===== src/rtl/seg7_pkg.sv =====
// Shared types and constants for the multiplexed seven-segment scanner.
// Segment bit order is {g,f,e,d,c,b,a}; patterns are active-high.
package seg7_pkg;

  typedef enum logic {
    ST_BLANK = 1'b0,
    ST_ON    = 1'b1
  } scan_state_e;

  localparam logic [6:0] SEG_OFF  = 7'h00;
  localparam logic [6:0] SEG_DASH = 7'h40;

  // Index 0 is the rightmost entry; codes 10..15 render as a dash.
  localparam logic [15:0][6:0] SEG_PATTERNS = {
    SEG_DASH, SEG_DASH, SEG_DASH, SEG_DASH, SEG_DASH, SEG_DASH,
    7'h6F, 7'h7F, 7'h07, 7'h7D, 7'h6D, 7'h66, 7'h4F, 7'h5B, 7'h06, 7'h3F
  };

endpackage


===== src/rtl/bcd_to_seg7.sv =====
// Combinational BCD nibble to active-high seven-segment pattern decoder.
module bcd_to_seg7
  import seg7_pkg::*;
(
  input  logic [3:0] nibble,
  output logic [6:0] seg
);

  always_comb begin
    seg = SEG_PATTERNS[nibble];
  end

endmodule


===== src/rtl/bcd_seg7_scanner.sv =====
// Time-multiplexed seven-segment driver: frame-synchronous value update,
// per-digit scan with inter-digit blanking, leading-zero suppression.
module bcd_seg7_scanner
  import seg7_pkg::*;
#(
  parameter int Total_Nibbles      = 3,
  parameter int Refresh_Divider    = 1000,
  parameter int Blank_Cycles       = 2,
  parameter int Leading_Zero_Blank = 1,
  parameter int Active_Low         = 1
) (
  input  logic                          clk,
  input  logic                          sync_rst,
  input  logic                          clk_en,
  input  logic [Total_Nibbles-1:0][3:0] nibbles_in,
  input  logic [Total_Nibbles-1:0]      nibbles_valid,
  output logic [6:0]                    segments,
  output logic [Total_Nibbles-1:0]      digit_select,
  output logic                          frame_done,
  output logic                          update_ack
);

  localparam int MAX_CNT = (Refresh_Divider > Blank_Cycles) ? Refresh_Divider : Blank_Cycles;
  localparam int CNT_W   = (MAX_CNT > 1) ? $clog2(MAX_CNT) : 1;
  localparam int IDX_W   = (Total_Nibbles > 1) ? $clog2(Total_Nibbles) : 1;

  localparam logic [CNT_W-1:0]         ON_LAST    = CNT_W'(Refresh_Divider - 1);
  localparam logic [CNT_W-1:0]         BLANK_LAST = CNT_W'(Blank_Cycles - 1);
  localparam logic [IDX_W-1:0]         IDX_LAST   = IDX_W'(Total_Nibbles - 1);
  localparam logic [Total_Nibbles-1:0] DIG_ONE    = Total_Nibbles'(1'b1);
  localparam logic                     LZB_EN     = (Leading_Zero_Blank != 0);
  localparam logic [6:0]               SEG_POL    = (Active_Low != 0) ? 7'h7F : 7'h00;
  localparam logic [Total_Nibbles-1:0] DIG_POL    =
    (Active_Low != 0) ? {Total_Nibbles{1'b1}} : {Total_Nibbles{1'b0}};

  scan_state_e                     state_q, state_d;
  logic [IDX_W-1:0]                idx_q, idx_d;
  logic [CNT_W-1:0]                cnt_q, cnt_d;
  logic [Total_Nibbles-1:0][3:0]   display_q, display_d;
  logic [Total_Nibbles-1:0][3:0]   pending_q, pending_d;
  logic                            pending_full_q, pending_full_d;
  logic [6:0]                      segments_q, segments_d;
  logic [Total_Nibbles-1:0]        digit_select_q, digit_select_d;

  logic                            capture_s;
  logic                            frame_end_s;
  logic                            update_ack_s;
  logic [Total_Nibbles-1:0]        lz_blank_s;
  logic                            all_zero_s;
  logic [3:0]                      cur_nibble_s;
  logic [6:0]                      dec_seg_s;
  logic [6:0]                      seg_hi_s;
  logic [Total_Nibbles-1:0]        dig_hi_s;

  assign capture_s    = clk_en & (&nibbles_valid);
  assign cur_nibble_s = display_q[idx_q];

  bcd_to_seg7 u_dec (
    .nibble (cur_nibble_s),
    .seg    (dec_seg_s)
  );

  // Scan FSM; the frame closes on the last ON cycle of the most significant digit.
  always_comb begin
    state_d     = state_q;
    idx_d       = idx_q;
    cnt_d       = cnt_q;
    frame_end_s = 1'b0;
    if (clk_en) begin
      case (state_q)
        ST_BLANK: begin
          if (cnt_q == BLANK_LAST) begin
            state_d = ST_ON;
            cnt_d   = '0;
          end else begin
            cnt_d = cnt_q + 1'b1;
          end
        end
        ST_ON: begin
          if (cnt_q == ON_LAST) begin
            state_d     = ST_BLANK;
            cnt_d       = '0;
            idx_d       = (idx_q == IDX_LAST) ? '0 : idx_q + 1'b1;
            frame_end_s = (idx_q == IDX_LAST);
          end else begin
            cnt_d = cnt_q + 1'b1;
          end
        end
        default: begin
          state_d = ST_BLANK;
          cnt_d   = '0;
        end
      endcase
    end else begin
      state_d = state_q;
    end
  end

  // A capture coinciding with frame end goes straight to the display.
  always_comb begin
    display_d      = display_q;
    pending_d      = pending_q;
    pending_full_d = pending_full_q;
    update_ack_s   = 1'b0;
    if (frame_end_s) begin
      if (capture_s) begin
        display_d      = nibbles_in;
        pending_full_d = 1'b0;
        update_ack_s   = 1'b1;
      end else if (pending_full_q) begin
        display_d      = pending_q;
        pending_full_d = 1'b0;
        update_ack_s   = 1'b1;
      end else begin
        pending_full_d = 1'b0;
      end
    end else if (capture_s) begin
      pending_d      = nibbles_in;
      pending_full_d = 1'b1;
    end else begin
      pending_d = pending_q;
    end
  end

  always_comb begin
    lz_blank_s = '0;
    all_zero_s = 1'b1;
    for (int k = Total_Nibbles - 1; k >= 1; k--) begin
      all_zero_s    = all_zero_s & (display_q[k] == 4'd0);
      lz_blank_s[k] = all_zero_s & LZB_EN;
    end
  end

  always_comb begin
    seg_hi_s = SEG_OFF;
    dig_hi_s = '0;
    if ((state_q == ST_ON) && !lz_blank_s[idx_q]) begin
      seg_hi_s = dec_seg_s;
      dig_hi_s = DIG_ONE << idx_q;
    end else begin
      seg_hi_s = SEG_OFF;
    end
    segments_d     = seg_hi_s ^ SEG_POL;
    digit_select_d = dig_hi_s ^ DIG_POL;
  end

  always_ff @(posedge clk) begin
    if (sync_rst) begin
      state_q        <= ST_BLANK;
      idx_q          <= '0;
      cnt_q          <= '0;
      display_q      <= '0;
      pending_q      <= '0;
      pending_full_q <= 1'b0;
      segments_q     <= SEG_POL;
      digit_select_q <= DIG_POL;
    end else if (clk_en) begin
      state_q        <= state_d;
      idx_q          <= idx_d;
      cnt_q          <= cnt_d;
      display_q      <= display_d;
      pending_q      <= pending_d;
      pending_full_q <= pending_full_d;
      segments_q     <= segments_d;
      digit_select_q <= digit_select_d;
    end
  end

  assign segments     = segments_q;
  assign digit_select = digit_select_q;
  assign frame_done   = frame_end_s;
  assign update_ack   = update_ack_s;

endmodule

===== config.mk =====
export PLATFORM = sky130hd
export DESIGN_NAME = bcd_seg7_scanner
export DESIGN_NICKNAME = d
export VERILOG_FILES = /design/src/rtl/seg7_pkg.sv /design/src/rtl/bcd_to_seg7.sv /design/src/rtl/bcd_seg7_scanner.sv
export SDC_FILE = /design/constraint.sdc
export NUM_CORES = 1
export LEC_CHECK = 0
export ABC_CLOCK_PERIOD_IN_PS = 4800
export BUFFER_PORTS_ARGS = -buffer_cell sky130_fd_sc_hd__buf_4
export CAP_MARGIN = 40
export CORE_AREA = 4 4 69 71
export CTS_BUF_LIST = sky130_fd_sc_hd__clkbuf_4
export CTS_CLUSTER_SIZE = 14
export DETAILED_ROUTE_END_ITERATION = 6
export DIE_AREA = 0 0 73 75
export GPL_ROUTABILITY_DRIVEN = 1
export PLACE_DENSITY = 0.79
export SETUP_SLACK_MARGIN = 0.2
export SYNTH_ARGS = -nofsm -noshare
export SYNTH_HDL_FRONTEND = slang
export SYNTH_SLANG_ARGS = --single-unit

===== constraint.sdc =====
create_clock -name clk -period 4.8 [get_ports clk]
set_input_delay 0 -clock clk [delete_from_list [all_inputs] [get_ports clk]]
set_output_delay 0 -clock clk [all_outputs]
set_load 0.01 [all_outputs]

==> results of run 1 <==
## per-stage QoR
step	util [%]	hold slack (ns)
after global placement	60.6	0.243
after global routing	66.2	0.0264
after CTS	66.2	0.0200
final	66.2	0.0220
after detailed placement	61.3	0.251
after floorplan	-	0.144
## critical path: stages, from the launching register on
cell and delay [ns]:
sky130_fd_sc_hd__dfxtp_1 0.62, sky130_fd_sc_hd__nand2b_1 0.19, sky130_fd_sc_hd__or2_1 0.31, sky130_fd_sc_hd__nor3_4 0.38, sky130_fd_sc_hd__buf_8 0.22, sky130_fd_sc_hd__buf_4 0.14
## worst paths after layout
check,start,slack [ns],endpoint,cells after the start
max,idx_q[1],2.57,update_ack,5
min,sync_rst,0.02,pending_q[3],2
max reg2reg,idx_q[1],2.62,segments[0],8
min reg2reg,segments[0],0.51,segments[0],2
## registers in the layout (all words and copies together) (netlist names)
signal and count:
cnt_q 10, digit_select 3, display_q 12, idx_q 2
pending_full_q 1, pending_q 12, segments 7, state_q 1
## power by group
| part | leakage, nW | switching [mW] | internal (mW) | total, mW |
|---|---|---|---|---|
| combinational | 0.763 | 0.0288 | 0.0311 | 0.0598 |
| sequential | 0.388 | 0.00492 | 0.405 | 0.409 |
| clock | 0.0412 | 0.131 | 0.109 | 0.240 |
| total | 1.19 | 0.165 | 0.544 | 0.709 |
## placed cells by master, fill, tap and decap left out, drive strengths merged, types with 3 or more instances in the layout
cell,instances
dfxtp,48
nor2,43
buf,31
mux2i,29
nand2,17
dlygate4sd3,13
a211oi,13
a21oi,9
o21ai,8
ha,7
inv,7
nor3,6
clkbuf,5
nand4,5
and3,4
o22ai,4
nand3,3
xor2,3
## cell families after synthesis
| group | count (synthesis) | share of synthesized area [%] |
|---|---|---|
| AO/OA/AOI/OAI | 52 | 17.6 |
| XOR/XNOR | 5 | 1.86 |
| adder cells (fa/ha/maj) | 7 | 3.73 |
| buffers and inverters | 20 | 3.94 |
| flip-flops | 48 | 40.9 |
| multiplexers | 30 | 12.8 |
| AND/OR/NAND/NOR | 90 | 19.2 |
## final cells by class
| cell class | count | share of cell area [%] |
|---|---|---|
| multi-input combinational | 184 | 46.3 |
| sequential | 48 | 34.3 |
| timing repair buffer | 44 | 13.3 |
| tap | 52 | 2.32 |
| clock inverter | 3 | 1.52 |
| clock buffer | 5 | 1.34 |
| inverter | 7 | 0.937 |
## per-layer routing
layer / GRT usage (%) / wire length, µm / vias to the layer above
met5: 0 / 0 / -
met4: 8.20 / 87 / 0
met2: 29.8 / 2120 / 24
met3: 4.27 / 160 / 10
met1: 23.3 / 2120 / 846
li1: - / - / 974
==> flow_summary.html, run 1 <==
<table>
<tr><th>Metric</th><th>Value</th></tr>
<tr><th colspan="2">Floorplan</th></tr>
<tr><td>Floorplan die width</td><td>73 µm</td></tr>
<tr><td>Initial standard-cell utilization of the core</td><td>55.5%</td></tr>
<tr><td>Die Footprint</td><td>0.00548 mm²</td></tr>
<tr><td>Core Footprint</td><td>about 0.0042 mm²</td></tr>
<tr><td>Row count</td><td>24</td></tr>
<tr><td>Count of boundary I/O pins</td><td>30</td></tr>
<tr><td>Y dimension of the die</td><td>75 µm</td></tr>
<tr><th colspan="2">Global routing</th></tr>
<tr><td>Via count of the first global-routing pass</td><td>~1700</td></tr>
<tr><td>Global-route wire length before repair</td><td>7870 µm</td></tr>
<tr><td>Total grt overflow</td><td>0</td></tr>
<tr><td>Number of antenna violations at the first check in global routing</td><td>0</td></tr>
<tr><td>Pin count of the biggest net entering global routing</td><td>37</td></tr>
<tr><td>GRT Overall Usage</td><td>18.4%</td></tr>
<tr><th colspan="2">Timing</th></tr>
<tr><td>Final Skew</td><td>0.0158 ns</td></tr>
<tr><td>Final critical path time including I/O delays and setup</td><td>2.23 ns</td></tr>
<tr><td>Final setup violation count</td><td>0</td></tr>
<tr><td>Max Freq</td><td>448 MHz</td></tr>
<tr><td>RSZ-0062 raised after global routing</td><td>false</td></tr>
<tr><td>Final count of hold timing violations</td><td>0</td></tr>
<tr><td>Minimum setup slack in the final design</td><td>2.57 ns</td></tr>
<tr><td>Max_slew headroom</td><td>between 40% and 50%</td></tr>
<tr><td>Final period utilization</td><td>46.5%</td></tr>
<tr><td>Slew of the pin with the lowest slew margin</td><td>0.821 ns</td></tr>
<tr><td>Max-slew violation total from the final report</td><td>0</td></tr>
<tr><td>Setup total negative slack</td><td>0 ns</td></tr>
<tr><th colspan="2">Power</th></tr>
<tr><td>Static leakage power</td><td>1.19 nW</td></tr>
<tr><td>Max rail drop VDD</td><td>0.172 mV</td></tr>
<tr><td>Power per standard cell area</td><td>253 mW/mm²</td></tr>
<tr><td>Overall power</td><td>about 710 µW</td></tr>
<tr><th colspan="2">Route</th></tr>
<tr><td>Number of DRC markers in iteration 0</td><td>76</td></tr>
<tr><td>Overall via count from detail_route</td><td>1854</td></tr>
<tr><td>Total Wirelength</td><td>4490 µm</td></tr>
<tr><td>Drc violations</td><td>0</td></tr>
<tr><td>Number of optimization iterations in the first detailed-route pass</td><td>4</td></tr>
<tr><td>WL per Instance</td><td>13.1 µm</td></tr>
<tr><td>Average via count per standard cell</td><td>5.41</td></tr>
<tr><td>Number of nets still failing antenna checks after routing</td><td>0</td></tr>
<tr><th colspan="2">Synth</th></tr>
<tr><td>Mapped Avg Cell Area</td><td>9.33 µm²</td></tr>
<tr><td>Count leader, synth</td><td>sky130_fd_sc_hd__dfxtp_1</td></tr>
<tr><td>Area of the mapped netlist</td><td>0.00235 mm²</td></tr>
<tr><td>Total of flip-flops plus latches after synthesis</td><td>48</td></tr>
<tr><td>Fraction of the yosys area taken by sequential cells</td><td>40.9%</td></tr>
<tr><td>Synth warnings</td><td>0</td></tr>
<tr><td>Synth top cells by count</td><td>48 x sky130_fd_sc_hd__dfxtp_1, 42 x sky130_fd_sc_hd__nor2_1, 29 x sky130_fd_sc_hd__mux2i_1, 17 x sky130_fd_sc_hd__nand2_1, 9 x sky130_fd_sc_hd__a21oi_1</td></tr>
<tr><td>Synth top area share</td><td>40.9%</td></tr>
<tr><td>Number of nets produced by synthesis</td><td>277</td></tr>
<tr><td>Cells after synthesis</td><td>252</td></tr>
<tr><td>Most common flop cell mapped by yosys</td><td>sky130_fd_sc_hd__dfxtp_1</td></tr>
<tr><td>Number of enable flip-flop cells after synthesis</td><td>0</td></tr>
<tr><td>Cells taking the most area after synthesis</td><td>sky130_fd_sc_hd__dfxtp_1 41%, sky130_fd_sc_hd__mux2i_1 12%, sky130_fd_sc_hd__nor2_1 6.7%</td></tr>
<tr><td>FFs w/ async S/R, synth</td><td>0%</td></tr>
<tr><td>Number of distinct library cell variants in the gate-level netlist after synthesis</td><td>52</td></tr>
<tr><td>Cell accounting for the most synthesized area</td><td>sky130_fd_sc_hd__dfxtp_1</td></tr>
<tr><th colspan="2">Layout</th></tr>
<tr><td>Area growth syn-to-layout</td><td>19.3%</td></tr>
<tr><td>Area of the multi-input gates</td><td>0.00130 mm²</td></tr>
<tr><td>Final std cell area, no fill</td><td>approximately 0.0028 mm²</td></tr>
<tr><td>Ratio of cells with drive above 1 in the final layout</td><td>20.3%</td></tr>
<tr><td>Register area</td><td>961 µm²</td></tr>
<tr><td>Final net count</td><td>315</td></tr>
<tr><td>Filler cells</td><td>353</td></tr>
<tr><td>Number of diodes added for antenna fixing</td><td>0</td></tr>
<tr><td>Finished Layout Cells</td><td>about 340</td></tr>
<tr><th colspan="2">CTS</th></tr>
<tr><td>CTS tree</td><td>built</td></tr>
<tr><td>CTS clock-pin slew for the worst setup and hold paths</td><td>~0.15 ns</td></tr>
<tr><td>Number of H-tree levels</td><td>2</td></tr>
<tr><td>Setup repair bufs after CTS</td><td>0</td></tr>
<tr><td>Clock root buffer master</td><td>sky130_fd_sc_hd__clkbuf_4</td></tr>
<tr><td>Max Buffers Root-to-Sink</td><td>2</td></tr>
<tr><td>Clock insertion delay at the later pin of the skew report</td><td>0.38 ns</td></tr>
<tr><td>Number of sinks handled by clock tree synthesis</td><td>48</td></tr>
<tr><td>CTS hold repair buffers</td><td>13</td></tr>
<tr><td>Num CTS Buffers</td><td>5</td></tr>
<tr><td>Cts repair resizes</td><td>0</td></tr>
<tr><th colspan="2">Place</th></tr>
<tr><td>Placement-stage worst setup slack</td><td>2.63 ns</td></tr>
<tr><td>Post-detail-place hpwl</td><td>3190 µm</td></tr>
<tr><td>Final estimated routing congestion in global placement</td><td>around 0.82</td></tr>
<tr><td>Post-placement cell count</td><td>roughly 320</td></tr>
<tr><td>IO buf count</td><td>29</td></tr>
<tr><td>Cell Area, Placed</td><td>0.00259 mm²</td></tr>
<tr><th colspan="2">Worst hold path</th></tr>
<tr><td>Worst hold-check path type</td><td>primary input to register</td></tr>
<tr><th colspan="2">Worst setup path</th></tr>
<tr><td>Worst Setup End Kind</td><td>output port</td></tr>
<tr><td>Critical Path Start Type</td><td>register</td></tr>
<tr><td>Setup CP Type</td><td>register to output port</td></tr>
<tr><td>CP arrival</td><td>between 2 and 2.5 ns</td></tr>
<tr><td>Top fanout value on the critical path</td><td>19</td></tr>
<tr><td>Data required time of the worst path</td><td>4.80 ns</td></tr>
<tr><th colspan="2">Run</th></tr>
<tr><td>Max-cap violations</td><td>0</td></tr>
<tr><th colspan="2">Outcome</th></tr>
<tr><td>Outcome</td><td>finished, final reports clean</td></tr>
</table>
No activity file was read; power rests on OpenSTA's default activity.
==> run 2: changes to the inputs <==
Settings changed: ABC_CLOCK_PERIOD_IN_PS 4800 to 2250.
Clock period 4.8 ns to 2.25 ns, I/O delays scaled along.
==> run 2 against run 1 <==
  * Cell count rose by 1.2%
  * Flip-flop and latch count unchanged
  * Clock skew fell by 0.0036 ns
  * Total power grew 110%
  * Combinational power grew 110%
  * Sequential power up 110%
  * Critical path depth grew 3
  * Global-route usage decreased by 0.45 points
  * Wire length increased by 1.5%
==> flow_summary.html, run 2 (synthesis results as in run 1) <==
<table>
<tr><th>Metric</th><th>Value</th></tr>
<tr><th colspan="2">Floorplan</th></tr>
<tr><td>Initial standard-cell utilization of the core</td><td>55.5% (unchanged)</td></tr>
<tr><td>Core Footprint</td><td>0.00423 mm² (unchanged)</td></tr>
<tr><td>Y dimension of the die</td><td>75 µm (unchanged)</td></tr>
<tr><td>Die Footprint</td><td>0.00548 mm² (unchanged)</td></tr>
<tr><td>Row count</td><td>24 (unchanged)</td></tr>
<tr><td>Count of boundary I/O pins</td><td>30 (unchanged)</td></tr>
<tr><td>Floorplan die width</td><td>73 µm (unchanged)</td></tr>
<tr><th colspan="2">Global routing</th></tr>
<tr><td>Number of antenna violations at the first check in global routing</td><td>0 (unchanged)</td></tr>
<tr><td>Total grt overflow</td><td>0 (unchanged)</td></tr>
<tr><td>Via count of the first global-routing pass</td><td>1766 (+1.4%)</td></tr>
<tr><td>GRT Overall Usage</td><td>17.9% (-0.45 points)</td></tr>
<tr><td>Pin count of the biggest net entering global routing</td><td>37 (unchanged)</td></tr>
<tr><td>Global-route wire length before repair</td><td>7700 µm (-2.1%)</td></tr>
<tr><th colspan="2">CTS</th></tr>
<tr><td>Clock insertion delay at the later pin of the skew report</td><td>0.36 ns (-0.02 ns)</td></tr>
<tr><td>Number of H-tree levels</td><td>2 (unchanged)</td></tr>
<tr><td>Number of sinks handled by clock tree synthesis</td><td>48 (unchanged)</td></tr>
<tr><td>CTS clock-pin slew for the worst setup and hold paths</td><td>0.13 ns (-0.02 ns)</td></tr>
<tr><td>CTS tree</td><td>built</td></tr>
<tr><td>Max Buffers Root-to-Sink</td><td>2 (unchanged)</td></tr>
<tr><td>Clock root buffer master</td><td>sky130_fd_sc_hd__clkbuf_4</td></tr>
<tr><td>Num CTS Buffers</td><td>5 (unchanged)</td></tr>
<tr><th colspan="2">Timing</th></tr>
<tr><td>Final period utilization</td><td>between 80% and 90%</td></tr>
<tr><td>Final Skew</td><td>0.0123 ns (-0.00356 ns)</td></tr>
<tr><td>Final count of hold timing violations</td><td>0 (unchanged)</td></tr>
<tr><td>Max Freq</td><td>between 500 and 600 MHz</td></tr>
<tr><td>Setup total negative slack</td><td>0 ns (unchanged)</td></tr>
<tr><td>Max_slew headroom</td><td>59.4% (+14 points)</td></tr>
<tr><td>RSZ-0062 raised after global routing</td><td>false</td></tr>
<tr><td>Slew of the pin with the lowest slew margin</td><td>0.601 ns (-0.220 ns)</td></tr>
<tr><td>Max-slew violation total from the final report</td><td>0 (unchanged)</td></tr>
<tr><td>Final setup violation count</td><td>0 (unchanged)</td></tr>
<tr><td>Final critical path time including I/O delays and setup</td><td>1.93 ns</td></tr>
<tr><th colspan="2">Worst setup path</th></tr>
<tr><td>CP arrival</td><td>2.17 ns (-0.06 ns)</td></tr>
<tr><td>Cell Chain, Critical Path</td><td>and2b_2 &gt; nand2_1 &gt; o21a_1 &gt; inv_1 &gt; ha_1 &gt; mux2_2 &gt; a211oi_2 &gt; o21ai_1</td></tr>
<tr><td>Top fanout value on the critical path</td><td>6 (-13)</td></tr>
<tr><td>Critical Path Start Type</td><td>register</td></tr>
<tr><td>Source of the worst register-to-register timing path</td><td>idx_q[1]</td></tr>
<tr><td>Library cell contributing the largest single delay on the critical path</td><td>sky130_fd_sc_hd__dfxtp_4</td></tr>
<tr><td>Data required time of the worst path</td><td>2.49 ns (-2.31 ns)</td></tr>
<tr><td>Worst Setup End Kind</td><td>register</td></tr>
<tr><td>Setup CP Type</td><td>register to register</td></tr>
<tr><td>Worst stage delay on the critical path</td><td>0.41 ns (-0.21 ns)</td></tr>
<tr><td>Crit. Startpoint</td><td>idx_q[1]</td></tr>
<tr><th colspan="2">Layout</th></tr>
<tr><td>Leading cell types in the layout, fill and taps excluded</td><td>46 x sky130_fd_sc_hd__dfxtp_1, 42 x sky130_fd_sc_hd__nor2_1, 34 x sky130_fd_sc_hd__buf_4, 29 x sky130_fd_sc_hd__mux2i_1, 17 x sky130_fd_sc_hd__nand2_1</td></tr>
<tr><td>Number of diodes added for antenna fixing</td><td>0 (unchanged)</td></tr>
<tr><td>Area of the multi-input gates</td><td>0.00131 mm² (+1.1%)</td></tr>
<tr><td>Filler cells</td><td>364 (+3.1%)</td></tr>
<tr><td>Area growth syn-to-layout</td><td>21.4%</td></tr>
<tr><td>Leading cell type in the layout, fill and taps excluded</td><td>sky130_fd_sc_hd__dfxtp_1</td></tr>
<tr><td>Ratio of cells with drive above 1 in the final layout</td><td>23.1% (+2.8 points)</td></tr>
<tr><td>Top flop regs</td><td>display_q (12), pending_q (12), cnt_q (10)</td></tr>
<tr><td>Final net count</td><td>319 (+1.3%)</td></tr>
<tr><td>Register area</td><td>966 µm² (+0.52%)</td></tr>
<tr><th colspan="2">Power</th></tr>
<tr><td>Logic pwr share</td><td>8.4% (about the same)</td></tr>
<tr><td>Overall power</td><td>1.51 mW (+110%)</td></tr>
<tr><td>Portion of total power attributed to sequential cells</td><td>57.8% (about the same)</td></tr>
<tr><td>Net load switching power</td><td>336 µW (+100%)</td></tr>
<tr><td>Power per standard cell area</td><td>529 mW/mm² (+110%)</td></tr>
<tr><td>Internal Pwr Total</td><td>1.17 mW (+120%)</td></tr>
<tr><td>Static leakage power</td><td>1.22 nW (+2.3%)</td></tr>
<tr><td>Clock power share</td><td>33.8% (about the same)</td></tr>
<tr><td>Max rail drop VDD</td><td>0.353 mV (+100%)</td></tr>
<tr><td>Switching Share</td><td>22.3% (-0.97 points)</td></tr>
<tr><th colspan="2">Run</th></tr>
<tr><td>Max-cap violations</td><td>0 (unchanged)</td></tr>
<tr><th colspan="2">Route</th></tr>
<tr><td>Number of nets still failing antenna checks after routing</td><td>0 (unchanged)</td></tr>
<tr><td>Number of optimization iterations in the first detailed-route pass</td><td>4 (unchanged)</td></tr>
<tr><td>WL per Instance</td><td>13.1 µm (+0.30%)</td></tr>
<tr><td>Total Wirelength</td><td>4560 µm (+1.5%)</td></tr>
<tr><td>Overall via count from detail_route</td><td>1899 (+2.4%)</td></tr>
<tr><td>Average via count per standard cell</td><td>5.47 (+1.2%)</td></tr>
<tr><td>Drc violations</td><td>0 (unchanged)</td></tr>
<tr><td>Number of DRC markers in iteration 0</td><td>133 (+75%)</td></tr>
<tr><th colspan="2">Place</th></tr>
<tr><td>IO buf count</td><td>29 (unchanged)</td></tr>
<tr><td>Post-detail-place hpwl</td><td>3140 µm (-1.4%)</td></tr>
<tr><td>Final estimated routing congestion in global placement</td><td>0.858 (+5.1%)</td></tr>
<tr><th colspan="2">Worst hold path</th></tr>
<tr><td>Worst Min Path Start</td><td>sync_rst</td></tr>
<tr><td>Worst hold-check path type</td><td>primary input to register</td></tr>
<tr><th colspan="2">Outcome</th></tr>
<tr><td>Outcome</td><td>finished, final reports clean</td></tr>
</table>
[run 2: power by group through the flow]
stage	sequential [mW]	clock [mW]	combinational, mW
after global routing	0.874	0.569	0.141
final	0.872	0.510	0.127
after floorplan	0.891	0	0.0661
after detailed placement	0.892	0	0.110
after global placement	0.892	0	0.109
after CTS	0.873	0.531	0.128
[run 2: final cells by class]
class | count | share of cell area [%]
multi-input cells | 184 | 45.9
repair buffers | 48 | 14.2
clock inverters | 2 | 1.23
inverters | 7 | 0.921
well taps | 52 | 2.28
flip-flops and latches | 48 | 33.8
clock buffers | 6 | 1.58
[run 2: per-layer routing]
metal  GRT usage [%]  share of wire [%]
met5               0                  0
met4            7.79                1.4
met2            29.8                 47
met3            4.27                4.7
met1            22.1                 46
[run 2: final timing paths]
kind                                        end  depth (start not counted)  slack [ns]
worst max register to register      segments[0]                          8        0.32
worst max-delay path                segments[0]                          8        0.32
worst min register to register  digit_select[1]                          2        0.50
worst min-delay path               pending_q[7]                          2        0.04
[run 2: critical path: cells and delay by family (launching register included)]
family | cells | cell delay [ns]
AOI/OAI and AO/OA | 3 | 0.48
DFF | 1 | 0.41
and+or+nand+nor | 2 | 0.36
muxes | 1 | 0.27
adders and majority gates | 1 | 0.21
buffers and inverters | 1 | 0.08
[run 2: timing repair]
action | CTS | global route
hold endpoints to repair | 20 | 0
hold buffers | 13 | 0
setup buffers | 0 | 1
gates resized for setup | 2 | 7
endpoints found under the setup margin | 1 | 4
[run 2: metrics by stage]
| step | worst slack, ns | cells | hold slack [ns] | utilization, % | instance area [µm²] |
|---|---|---|---|---|---|
| finish | 0.318 | 347 | 0.0356 | 67.4 | 2850 |
| global route | 0.171 | 347 | 0.0401 | 67.4 | 2850 |
| CTS | 0.250 | 346 | 0.0299 | 66.6 | 2820 |
| detailed placement | 0.252 | 325 | 0.248 | 61.5 | 2610 |
| global placement | 0.353 | 325 | 0.242 | 61.5 | 2610 |
| floorplan | 0.390 | 252 | 0.144 | - | 2350 |
==> run 3: changes to the inputs <==
Settings changed: ABC_AREA set to 1, CORE_AREA 4 4 69 71 to 4 4 71 73, DIE_AREA 0 0 73 75 to 0 0 75 77, PLACE_DENSITY 0.79 to 0.8.
==> run 3 against run 2 <==
  * Cell count up 39%
  * Largest power group unchanged
  * Global-route usage up 3.2 points
  * First-iteration DRC count shrank 9.8%
  * Critical endpoint is now update_ack
  * Sequential power is 1% higher
  * Largest cell class unchanged
  * Flip-flop and latch count unchanged
  * Utilization grew 1.7 points
  * Critical path type is now register to output port
==> flow_summary.html, run 3 <==
<table>
<tr><th>Metric</th><th>Value</th></tr>
<tr><th colspan="2">Worst setup path</th></tr>
<tr><td>CP arrival</td><td>1.91 ns (-0.26 ns)</td></tr>
<tr><td>Data required time of the worst path</td><td>2.25 ns (-0.24 ns)</td></tr>
<tr><td>Critical Path Start Type</td><td>register</td></tr>
<tr><td>Setup CP Type</td><td>register to output port</td></tr>
<tr><td>Top fanout value on the critical path</td><td>4 (-2)</td></tr>
<tr><td>Worst Setup End Kind</td><td>output port</td></tr>
<tr><th colspan="2">Global routing</th></tr>
<tr><td>GRT Overall Usage</td><td>21.2% (+3.2 points)</td></tr>
<tr><td>Number of antenna violations at the first check in global routing</td><td>0 (unchanged)</td></tr>
<tr><td>Via count of the first global-routing pass</td><td>2305 (+31%)</td></tr>
<tr><td>Pin count of the biggest net entering global routing</td><td>25 (-32%)</td></tr>
<tr><td>Total grt overflow</td><td>0 (unchanged)</td></tr>
<tr><td>Global-route wire length before repair</td><td>9730 µm (+26%)</td></tr>
<tr><th colspan="2">Synth</th></tr>
<tr><td>FFs w/ async S/R, synth</td><td>0% (unchanged)</td></tr>
<tr><td>Cells after synthesis</td><td>389 (+54%)</td></tr>
<tr><td>Synth top area share</td><td>37.9% (-3.0 points)</td></tr>
<tr><td>Fraction of the yosys area taken by sequential cells</td><td>37.9% (-3.0 points)</td></tr>
<tr><td>Number of enable flip-flop cells after synthesis</td><td>0 (unchanged)</td></tr>
<tr><td>Mapped Avg Cell Area</td><td>6.53 µm² (-30%)</td></tr>
<tr><td>Synth top cells by count</td><td>123 x sky130_fd_sc_hd__nand2_1, 53 x sky130_fd_sc_hd__nor2_1, 48 x sky130_fd_sc_hd__dfxtp_1, 41 x sky130_fd_sc_hd__nand3_1, 35 x sky130_fd_sc_hd__inv_1</td></tr>
<tr><td>Count leader, synth</td><td>sky130_fd_sc_hd__nand2_1</td></tr>
<tr><td>Total of flip-flops plus latches after synthesis</td><td>48 (unchanged)</td></tr>
<tr><td>Most common flop cell mapped by yosys</td><td>sky130_fd_sc_hd__dfxtp_1</td></tr>
<tr><td>Number of distinct library cell variants in the gate-level netlist after synthesis</td><td>29 (-44%)</td></tr>
<tr><td>Area of the mapped netlist</td><td>0.00254 mm² (+8.0%)</td></tr>
<tr><td>Number of nets produced by synthesis</td><td>414 (+49%)</td></tr>
<tr><td>Cells taking the most area after synthesis</td><td>sky130_fd_sc_hd__dfxtp_1 38%, sky130_fd_sc_hd__nand2_1 18%, sky130_fd_sc_hd__nand3_1 8.1%</td></tr>
<tr><td>Synth warnings</td><td>0 (unchanged)</td></tr>
<tr><td>Cell accounting for the most synthesized area</td><td>sky130_fd_sc_hd__dfxtp_1</td></tr>
<tr><th colspan="2">Power</th></tr>
<tr><td>Power per standard cell area</td><td>521 mW/mm² (-1.5%)</td></tr>
<tr><td>Static leakage power</td><td>1.44 nW (+18%)</td></tr>
<tr><td>Overall power</td><td>1.57 mW (+3.8%)</td></tr>
<tr><td>Max rail drop VDD</td><td>0.372 mV (+5.6%)</td></tr>
<tr><th colspan="2">Layout</th></tr>
<tr><td>Number of diodes added for antenna fixing</td><td>0 (unchanged)</td></tr>
<tr><td>Leading cell types in the layout, fill and taps excluded</td><td>123 x sky130_fd_sc_hd__nand2_1, 53 x sky130_fd_sc_hd__nor2_1, 47 x sky130_fd_sc_hd__dfxtp_1, 41 x sky130_fd_sc_hd__nand3_1, 35 x sky130_fd_sc_hd__inv_1</td></tr>
<tr><td>Finished Layout Cells</td><td>482 (+39%)</td></tr>
<tr><td>Leading cell type in the layout, fill and taps excluded</td><td>sky130_fd_sc_hd__nand2_1</td></tr>
<tr><td>Ratio of cells with drive above 1 in the final layout</td><td>12.1% (-11 points)</td></tr>
<tr><td>Area growth syn-to-layout</td><td>18.5%</td></tr>
<tr><td>Final net count</td><td>454 (+42%)</td></tr>
<tr><td>Final std cell area, no fill</td><td>0.00301 mm² (+5.4%)</td></tr>
<tr><td>Top flop regs</td><td>display_q (12), pending_q (12), cnt_q (10)</td></tr>
<tr><td>Layout Utilization</td><td>69.1% (+1.7 points)</td></tr>
<tr><th colspan="2">Floorplan</th></tr>
<tr><td>Y dimension of the die</td><td>77 µm (+2.7%)</td></tr>
<tr><td>Core Footprint</td><td>0.00435 mm² (+2.8%)</td></tr>
<tr><td>Row count</td><td>24 (unchanged)</td></tr>
<tr><td>Initial standard-cell utilization of the core</td><td>58.3% (+2.8 points)</td></tr>
<tr><td>Die Footprint</td><td>0.00578 mm² (+5.5%)</td></tr>
<tr><td>Count of boundary I/O pins</td><td>30 (unchanged)</td></tr>
<tr><td>Floorplan die width</td><td>75 µm (+2.7%)</td></tr>
<tr><th colspan="2">Timing</th></tr>
<tr><td>Final count of hold timing violations</td><td>0 (unchanged)</td></tr>
<tr><td>Tightest hold margin</td><td>0.161 ns (+0.125 ns)</td></tr>
<tr><td>Final Skew</td><td>0.0141 ns (+0.00187 ns)</td></tr>
<tr><td>Setup total negative slack</td><td>0 ns (unchanged)</td></tr>
<tr><td>Minimum setup slack in the final design</td><td>0.339 ns (+0.0212 ns)</td></tr>
<tr><td>Final critical path time including I/O delays and setup</td><td>1.91 ns (-0.0212 ns)</td></tr>
<tr><td>Final setup violation count</td><td>0 (unchanged)</td></tr>
<tr><td>Final period utilization</td><td>84.9% (-0.94 points)</td></tr>
<tr><td>Slew of the pin with the lowest slew margin</td><td>0.482 ns (-0.119 ns)</td></tr>
<tr><td>Max Freq</td><td>523 MHz (+1.1%)</td></tr>
<tr><td>RSZ-0062 raised after global routing</td><td>false</td></tr>
<tr><td>Max_slew headroom</td><td>67.8% (+8.4 points)</td></tr>
<tr><td>Max-slew violation total from the final report</td><td>0 (unchanged)</td></tr>
<tr><th colspan="2">Place</th></tr>
<tr><td>Post-detail-place hpwl</td><td>4080 µm (+30%)</td></tr>
<tr><td>IO buf count</td><td>29 (unchanged)</td></tr>
<tr><td>Final estimated routing congestion in global placement</td><td>0.861 (+0.24%)</td></tr>
<tr><td>Cell Area, Placed</td><td>0.00278 mm² (+6.6%)</td></tr>
<tr><td>Post-placement cell count</td><td>460 (+42%)</td></tr>
<tr><td>Placement-stage worst setup slack</td><td>0.341 ns (+0.0886 ns)</td></tr>
<tr><th colspan="2">Route</th></tr>
<tr><td>Number of optimization iterations in the first detailed-route pass</td><td>4 (unchanged)</td></tr>
<tr><td>Total Wirelength</td><td>5630 µm (+24%)</td></tr>
<tr><td>Overall via count from detail_route</td><td>2470 (+30%)</td></tr>
<tr><td>Average via count per standard cell</td><td>5.12 (-6.4%)</td></tr>
<tr><td>Number of DRC markers in iteration 0</td><td>120 (-9.8%)</td></tr>
<tr><td>Drc violations</td><td>0 (unchanged)</td></tr>
<tr><td>Number of nets still failing antenna checks after routing</td><td>0 (unchanged)</td></tr>
<tr><td>WL per Instance</td><td>11.7 µm (-11%)</td></tr>
<tr><th colspan="2">CTS</th></tr>
<tr><td>CTS clock-pin slew for the worst setup and hold paths</td><td>0.14 ns (about the same)</td></tr>
<tr><td>Clock insertion delay at the later pin of the skew report</td><td>0.37 ns (about the same)</td></tr>
<tr><td>Clock root buffer master</td><td>sky130_fd_sc_hd__clkbuf_4</td></tr>
<tr><td>CTS tree</td><td>built</td></tr>
<tr><td>Number of sinks handled by clock tree synthesis</td><td>48 (unchanged)</td></tr>
<tr><td>Setup repair bufs after CTS</td><td>0 (unchanged)</td></tr>
<tr><td>Num CTS Buffers</td><td>5 (unchanged)</td></tr>
<tr><td>Number of H-tree levels</td><td>2 (unchanged)</td></tr>
<tr><td>Max Buffers Root-to-Sink</td><td>2 (unchanged)</td></tr>
<tr><th colspan="2">Worst hold path</th></tr>
<tr><td>Worst hold-check path type</td><td>primary input to register</td></tr>
<tr><th colspan="2">Run</th></tr>
<tr><td>Max-cap violations</td><td>0 (unchanged)</td></tr>
<tr><th colspan="2">Outcome</th></tr>
<tr><td>Outcome</td><td>finished, final reports clean</td></tr>
</table>
## run 3: layer usage
metal  track usage, %  share of wire [%]  routed length [µm]  vias to the layer above
met3             4.97                3.7                 206                       19
met1             24.7                 45                2530                     1100
li1                 -                  -                   -                     1305
met2             35.9                 48                2710                       46
met5                0                  0                   0                        -
met4             8.90                3.2                 181                        0
## run 3: worst paths after layout
| path | startpoint | end | slack [ns] | depth (start not counted) |
|---|---|---|---|---|
| setup / recovery | cnt_q[1] | update_ack | 0.34 | 6 |
| hold / removal | nibbles_valid[2] | pending_q[5] | 0.16 | 5 |
| setup reg to reg | idx_q[0] | segments[0] | 0.36 | 12 |
| hold reg to reg | pending_q[11] | pending_q[11] | 0.47 | 2 |
## run 3: timing repair
action,in CTS,in global routing
gates resized for setup,0,3
endpoints found under the hold margin,35,0
endpoints found under the setup margin,0,15
hold buffers,14,0
## run 3: cell type report
type	count	area, µm²
Clock buffer	5	37.5
Clock inverter	3	42.5
Fill cell	409	1350
Inverter	38	143
Multi-Input combinational cell	289	1370
Sequential cell	48	962
Tap cell	52	65.1
Timing Repair Buffer	47	388
## run 3: kinds of logic after synthesis
logic type                 Yosys count  share of synthesized area, %
buffers and inverters               52                          8.53
and+or+nand+nor                    232                          38.4
xor gates and xnor gates             9                          3.11
AOI/OAI and AO/OA                   41                          8.67
DFF                                 48                          37.9
adders and majority gates            7                          3.45
## run 3: worst max-delay path, cell delays in order (launching register included)
cell                      delay (ns)
sky130_fd_sc_hd__dfxtp_1        0.39
sky130_fd_sc_hd__ha_1           0.21
sky130_fd_sc_hd__nand3_1        0.09
sky130_fd_sc_hd__nor3_1         0.27
sky130_fd_sc_hd__nand2_1        0.15
sky130_fd_sc_hd__nor3b_1        0.27
sky130_fd_sc_hd__buf_4          0.18
## run 3: report_power, final
part / total, mW / internal (mW) / switching, mW
logic: 0.168 / 0.0785 / 0.0896
registers: 0.885 / 0.871 / 0.0137
clock network: 0.515 / 0.233 / 0.282
total: 1.57 / 1.18 / 0.385
